### src/rtl/gfx_rom_pkg.sv
// Shared types and default timing for the graphics ROM fetch path.
package gfx_rom_pkg;

  typedef enum logic [1:0] {
    IDLE   = 2'd0,
    SETUP  = 2'd1,
    ACCESS = 2'd2,
    HOLD   = 2'd3
  } state_t;

  localparam int DEF_ADDR_W    = 18;
  localparam int DEF_BANK_DW   = 16;
  localparam int DEF_NUM_BANKS = 2;
  localparam int DEF_WAIT_CYC  = 8;
  localparam int DEF_LEN_W     = 4;
  localparam int DEF_DATA_W    = DEF_NUM_BANKS * DEF_BANK_DW;

  function automatic int data_w(input int num_banks, input int bank_dw);
    return num_banks * bank_dw;
  endfunction

  // Wait counter must be able to hold WAIT_CYC-1; never narrower than 1 bit.
  function automatic int cnt_w(input int wait_cyc);
    return (wait_cyc > 1) ? $clog2(wait_cyc) : 1;
  endfunction

endpackage

### src/rtl/gfx_rom_wait_cnt.sv
// Loadable down-counter with a zero flag; load wins over decrement.
module gfx_rom_wait_cnt #(
  parameter int W = 3
) (
  input  logic         clk,
  input  logic         reset,
  input  logic         load,
  input  logic [W-1:0] load_val,
  input  logic         dec,
  output logic         zero
);

  logic [W-1:0] count;

  always_ff @(posedge clk) begin
    if (reset)                    count <= '0;
    else if (load)                count <= load_val;
    else if (dec && count != '0)  count <= count - 1'b1;
  end

  assign zero = (count == '0);

endmodule

### src/rtl/gfx_rom_fetch.sv
// Burst fetch controller for parallel GFX ROM banks: one shared address and
// CEn/OEn, a programmable access wait, one wide word per address.
module gfx_rom_fetch
  import gfx_rom_pkg::*;
#(
  parameter int ADDR_W    = DEF_ADDR_W,
  parameter int BANK_DW   = DEF_BANK_DW,
  parameter int NUM_BANKS = DEF_NUM_BANKS,
  parameter int WAIT_CYC  = DEF_WAIT_CYC,
  parameter int LEN_W     = DEF_LEN_W
) (
  input  logic                         clk,
  input  logic                         reset,
  input  logic                         req_valid,
  output logic                         req_ready,
  input  logic [ADDR_W-1:0]            req_addr,
  input  logic [LEN_W-1:0]             req_len,
  output logic                         rd_valid,
  input  logic                         rd_ready,
  output logic [NUM_BANKS*BANK_DW-1:0] rd_data,
  output logic                         rd_last,
  output logic                         busy,
  output logic [ADDR_W-1:0]            rom_addr,
  output logic                         rom_cen,
  output logic                         rom_oen,
  input  logic [NUM_BANKS*BANK_DW-1:0] rom_data
);

  localparam int CNT_W = cnt_w(WAIT_CYC);
  localparam logic [CNT_W-1:0] WAIT_LOAD = CNT_W'(WAIT_CYC - 1);

  state_t           state;
  logic [LEN_W-1:0] remaining;
  logic             cnt_load;
  logic             cnt_dec;
  logic             cnt_zero;

  assign cnt_load = (state == SETUP);
  assign cnt_dec  = (state == ACCESS) && !cnt_zero;

  gfx_rom_wait_cnt #(.W(CNT_W)) u_wait (
    .clk      (clk),
    .reset    (reset),
    .load     (cnt_load),
    .load_val (WAIT_LOAD),
    .dec      (cnt_dec),
    .zero     (cnt_zero)
  );

  // rom_addr doubles as the burst address register.
  always_ff @(posedge clk) begin
    if (reset) begin
      state     <= IDLE;
      req_ready <= 1'b1;
      busy      <= 1'b0;
      rd_valid  <= 1'b0;
      rd_last   <= 1'b0;
      rd_data   <= '0;
      rom_addr  <= '0;
      rom_cen   <= 1'b1;
      rom_oen   <= 1'b1;
      remaining <= '0;
    end else begin
      case (state)
        IDLE: begin
          if (req_valid && req_ready) begin
            rom_addr  <= req_addr;
            remaining <= req_len;
            rom_cen   <= 1'b0;
            rom_oen   <= 1'b1;
            req_ready <= 1'b0;
            busy      <= 1'b1;
            state     <= SETUP;
          end
        end
        SETUP: begin
          rom_oen <= 1'b0;
          state   <= ACCESS;
        end
        ACCESS: begin
          if (cnt_zero) begin
            rd_data  <= rom_data;
            rd_valid <= 1'b1;
            rd_last  <= (remaining == '0);
            rom_oen  <= 1'b1;
            state    <= HOLD;
          end
        end
        HOLD: begin
          if (rd_ready) begin
            rd_valid <= 1'b0;
            if (rd_last) begin
              rd_last   <= 1'b0;
              rom_cen   <= 1'b1;
              req_ready <= 1'b1;
              busy      <= 1'b0;
              state     <= IDLE;
            end else begin
              rom_addr  <= rom_addr + 1'b1;
              remaining <= remaining - 1'b1;
              state     <= SETUP;
            end
          end
        end
        default: state <= IDLE;
      endcase
    end
  end

endmodule

### config.mk
export PLATFORM = sky130hd
export DESIGN_NAME = gfx_rom_fetch
export DESIGN_NICKNAME = d
export VERILOG_FILES = /design/src/rtl/gfx_rom_pkg.sv /design/src/rtl/gfx_rom_wait_cnt.sv /design/src/rtl/gfx_rom_fetch.sv
export SDC_FILE = /design/constraint.sdc
export NUM_CORES = 1
export LEC_CHECK = 0
export CAP_MARGIN = 10
export CELL_PAD_IN_SITES_DETAIL_PLACEMENT = 0
export CELL_PAD_IN_SITES_GLOBAL_PLACEMENT = 2
export CORE_MARGIN = 2
export CORE_UTILIZATION = 25
export DETAILED_ROUTE_END_ITERATION = 12
export PLACE_DENSITY = 0.81
export REMOVE_ABC_BUFFERS = 1
export SETUP_SLACK_MARGIN = 0.02
export SKIP_LAST_GASP = 1
export SYNTH_ARGS = -nofsm -noshare
export SYNTH_HDL_FRONTEND = slang
export SYNTH_SLANG_ARGS = --single-unit
### constraint.sdc
create_clock -name clk -period 3 [get_ports clk]
set_clock_uncertainty 0.15 [all_clocks]
set_input_delay 0.9 -clock clk [delete_from_list [all_inputs] [get_ports clk]]
set_output_delay 0.9 -clock clk [all_outputs]
set_load 0.05 [all_outputs]
==> metrics.yaml <==
sta:
  post-route-period-util_pct: 91.6
  hold_viol: 0
  drv_slew: 0
  slew_headroom_pct: 62.0
  rsz0062_at_grt: "no"
  tightest_slew_ns: 0.568
  fmax_ghz: 0.364
  tns_ns: 0
  setup_violations: 0
  layout_min_cycle_time_ns: 2.75
final_layout:
  antennaDiodeCount: 0
  layoutNonFillerInstCount: 671
  area_growth_pct: 51.8
  drive_gt1_share_pct: 8.15
  postLayoutCoreUtil_pct: 39.3
  nFillCells: 1290
  nets: 565
worst_hold_path:
  hold_path_class: "register to register"
yosys:
  yosysMostFrequentCell: "nand2_1"
  async_flop_share_pct: 0
  ys_seq_area_share_pct: 40.9
  synth_common_cells: "nand2_1 (78), dfxtp_1 (64), a21oi_1 (47), clkbuf_1 (18), inv_1 (18)"
  synth-main-ff-cell: "dfxtp_1"
  synth_area_leader_cell: "dfxtp_1"
  synth_top_cell_area_share_pct: 40.9
  synth-edff-count: 0
  synth_seq_cells: 64
  synthTopCellsByArea: "dfxtp_1 (41%), nand2_1 (9.3%), a21oi_1 (7.5%), ha_1 (3.6%), a22oi_1 (2.4%)"
  syn_avg_cell_area_sq_um: 8.10
  synth_cell_type_count: 55
  syn_inst: 387
  ys_warn_count: 0
  syn_area_sq_mm: 0.00313
worst_setup_path:
  cp_slowest_stage_delay_ns: 0.87
  cp.arrival_ns: 1.70
  critical_path_class: "register to output pin"
  cp_slowest_cell: "clkdlybuf4s50_1"
  cp_num_buf_inv: 1
  crit_required_ns: 1.95
  critPathLaunchType: "register"
  critPathMaxFanout: 9
  crit_family: "buffers and inverters"
  end_kind: "output pin"
  path_cells: "clkdlybuf4s50_1"
clocking:
  insertion_delay_ns: 0.32
  clkTransAtPathRegs_ns: 0.06
  root_buffer: "clkbuf_16"
  post_cts_buffers: 0
  cts_htree_levels: 3
  cts.sinks: 64
  numCtsBuffers: 9
  cts_resized: 0
  holdBufCountCts: 0
  max-clock-path-buffers: 2
  cts_tree: "done"
power:
  powerDensity_mw_per_mm2: 932
  p_leak_nw: 1.61
  irDropWorstVdd_uv: 357
drt:
  drt_pass1_iterations: 4
  avgViaCountPerCell: 4.68
  wl_per_cell_um: 14.3
  drt_drc_violations_left: 0
  drt_iter0_markers: 157
  antenna_left: 0
  wirelength_um: 9580
  vias: 3142
floorplan:
  core_region_area_sq_mm: 0.0121
  die-area_sq_mm: 0.0134
  ios: 114
  dieWidth_um: 116
  die_h_um: 116
  row_count: 40
  start_util_pct: 25.9
place:
  portBuffers: 113
  dp.cells: 655
  gp_congestion: 0.741
  dp_hpwl_um: 6650
outcome:
  status: "complete, no violations"
global_route:
  grt_pass1_wl_um: 15200
  grt_use_total_pct: 14.2
  grt_antenna_before_repair: 0
  grt_pass1_vias: 2975
  grt_max_degree: 44
  grt_overflow_total: 0
job:
  cap_violations: 0
-- path summary, 6_finish.rpt --
path | from | to | slack, ns | cells after the start
max | rom_addr[2] | rom_addr[2] | 0.25 | 1
min | rd_data[23] | rd_data[23] | 0.30 | 2
max reg2reg | rom_addr[0] | rom_addr[14] | 0.63 | 5
min reg2reg | rd_data[23] | rd_data[23] | 0.30 | 2
-- stage by stage --
step / setup slack [ns] / hold slack, ns / power [mW] / area [sq um]
after global placement: 0.135 / 0.291 / 3.31 / 4430
final: 0.252 / 0.300 / 4.44 / 4760
after floorplan: -0.383 / 0.310 / 2.54 / 2970
after global routing: 0.162 / 0.320 / 4.72 / 4760
after CTS: 0.242 / 0.304 / 4.49 / 4760
after detailed placement: 0.121 / 0.296 / 3.33 / 4430
-- cell families (layout without fill, tap and decap cells) --
group | after synthesis | count (layout) | share of synthesized area [%]
adder cells (fa/ha/maj) | 9 | 9 | 3.59
AND/OR/NAND/NOR | 149 | 149 | 23.2
multiplexers | 7 | 7 | 2.28
buffers and inverters | 45 | 161 | 7.31
XOR/XNOR | 2 | 2 | 0.559
flip-flops | 64 | 64 | 40.9
AO/OA/AOI/OAI | 111 | 111 | 22.2
-- per-layer routing --
layer  GRT usage (%)  part of all wire, %  up-vias
li1                -                    -     1601
met1            19.6                   49     1416
met2            21.7                   42      119
met3            4.71                  8.4        6
met4            3.25                 0.49        0
met5               0                    0        -
-- power by group --
group	leakage, nW	total (mW)	internal, mW	switching (mW)
clock	0.152	1.13	0.749	0.382
combinational	0.940	2.04	0.772	1.27
sequential	0.522	1.27	1.06	0.208
-- area by class of cell --
cell class                      count  area [sq um]  area share [%]
Clock buffer                       11           243            5.10
Clock inverter                      5          80.1            1.68
Inverter                           18          67.6            1.42
Multi-Input combinational cell    278          1630            34.3
Sequential cell                    64          1280            26.9
Tap cell                          168           210            4.42
Timing Repair Buffer              127          1240            26.1
-- layout by cell type (no fill, tap or decap), types with 3 or more instances in the layout --
cell type          n
ha_1               9
mux2i_1            6
nand3_1           13
o211ai_1           3
nor3_1             4
dfxtp_1           64
clkdlybuf4s50_1  112
nand4_1            4
a211oi_1           6
nand2b_1           6
a21o_1             3
nand2_1           78
or3_1              3
or4_1              7
a21oi_1           47
o22ai_1            4
nor2_1            14
nand3b_1           3
a31oi_1            8
clkbuf_16          9
buf_4             13
a22oi_1           10
o31a_1             4
nor4_1             3
inv_1             18
o21ai_0           12
-- worst min-delay path, stage by stage, from the launching register on --
cell     delay (ns)
dfxtp_1        0.30
nand2_1        0.05
a21oi_1        0.05
-- registers in the layout, indices dropped and copies added, names as in the netlist --
register and flops:
rd_data 32, rd_valid 1, rom_addr 18, rom_oen 1, u_wait.count 3, rd_last 1
remaining 4, rom_cen 1, state 2, busy 1
Note: power is estimated with default switching activity, not from simulation.
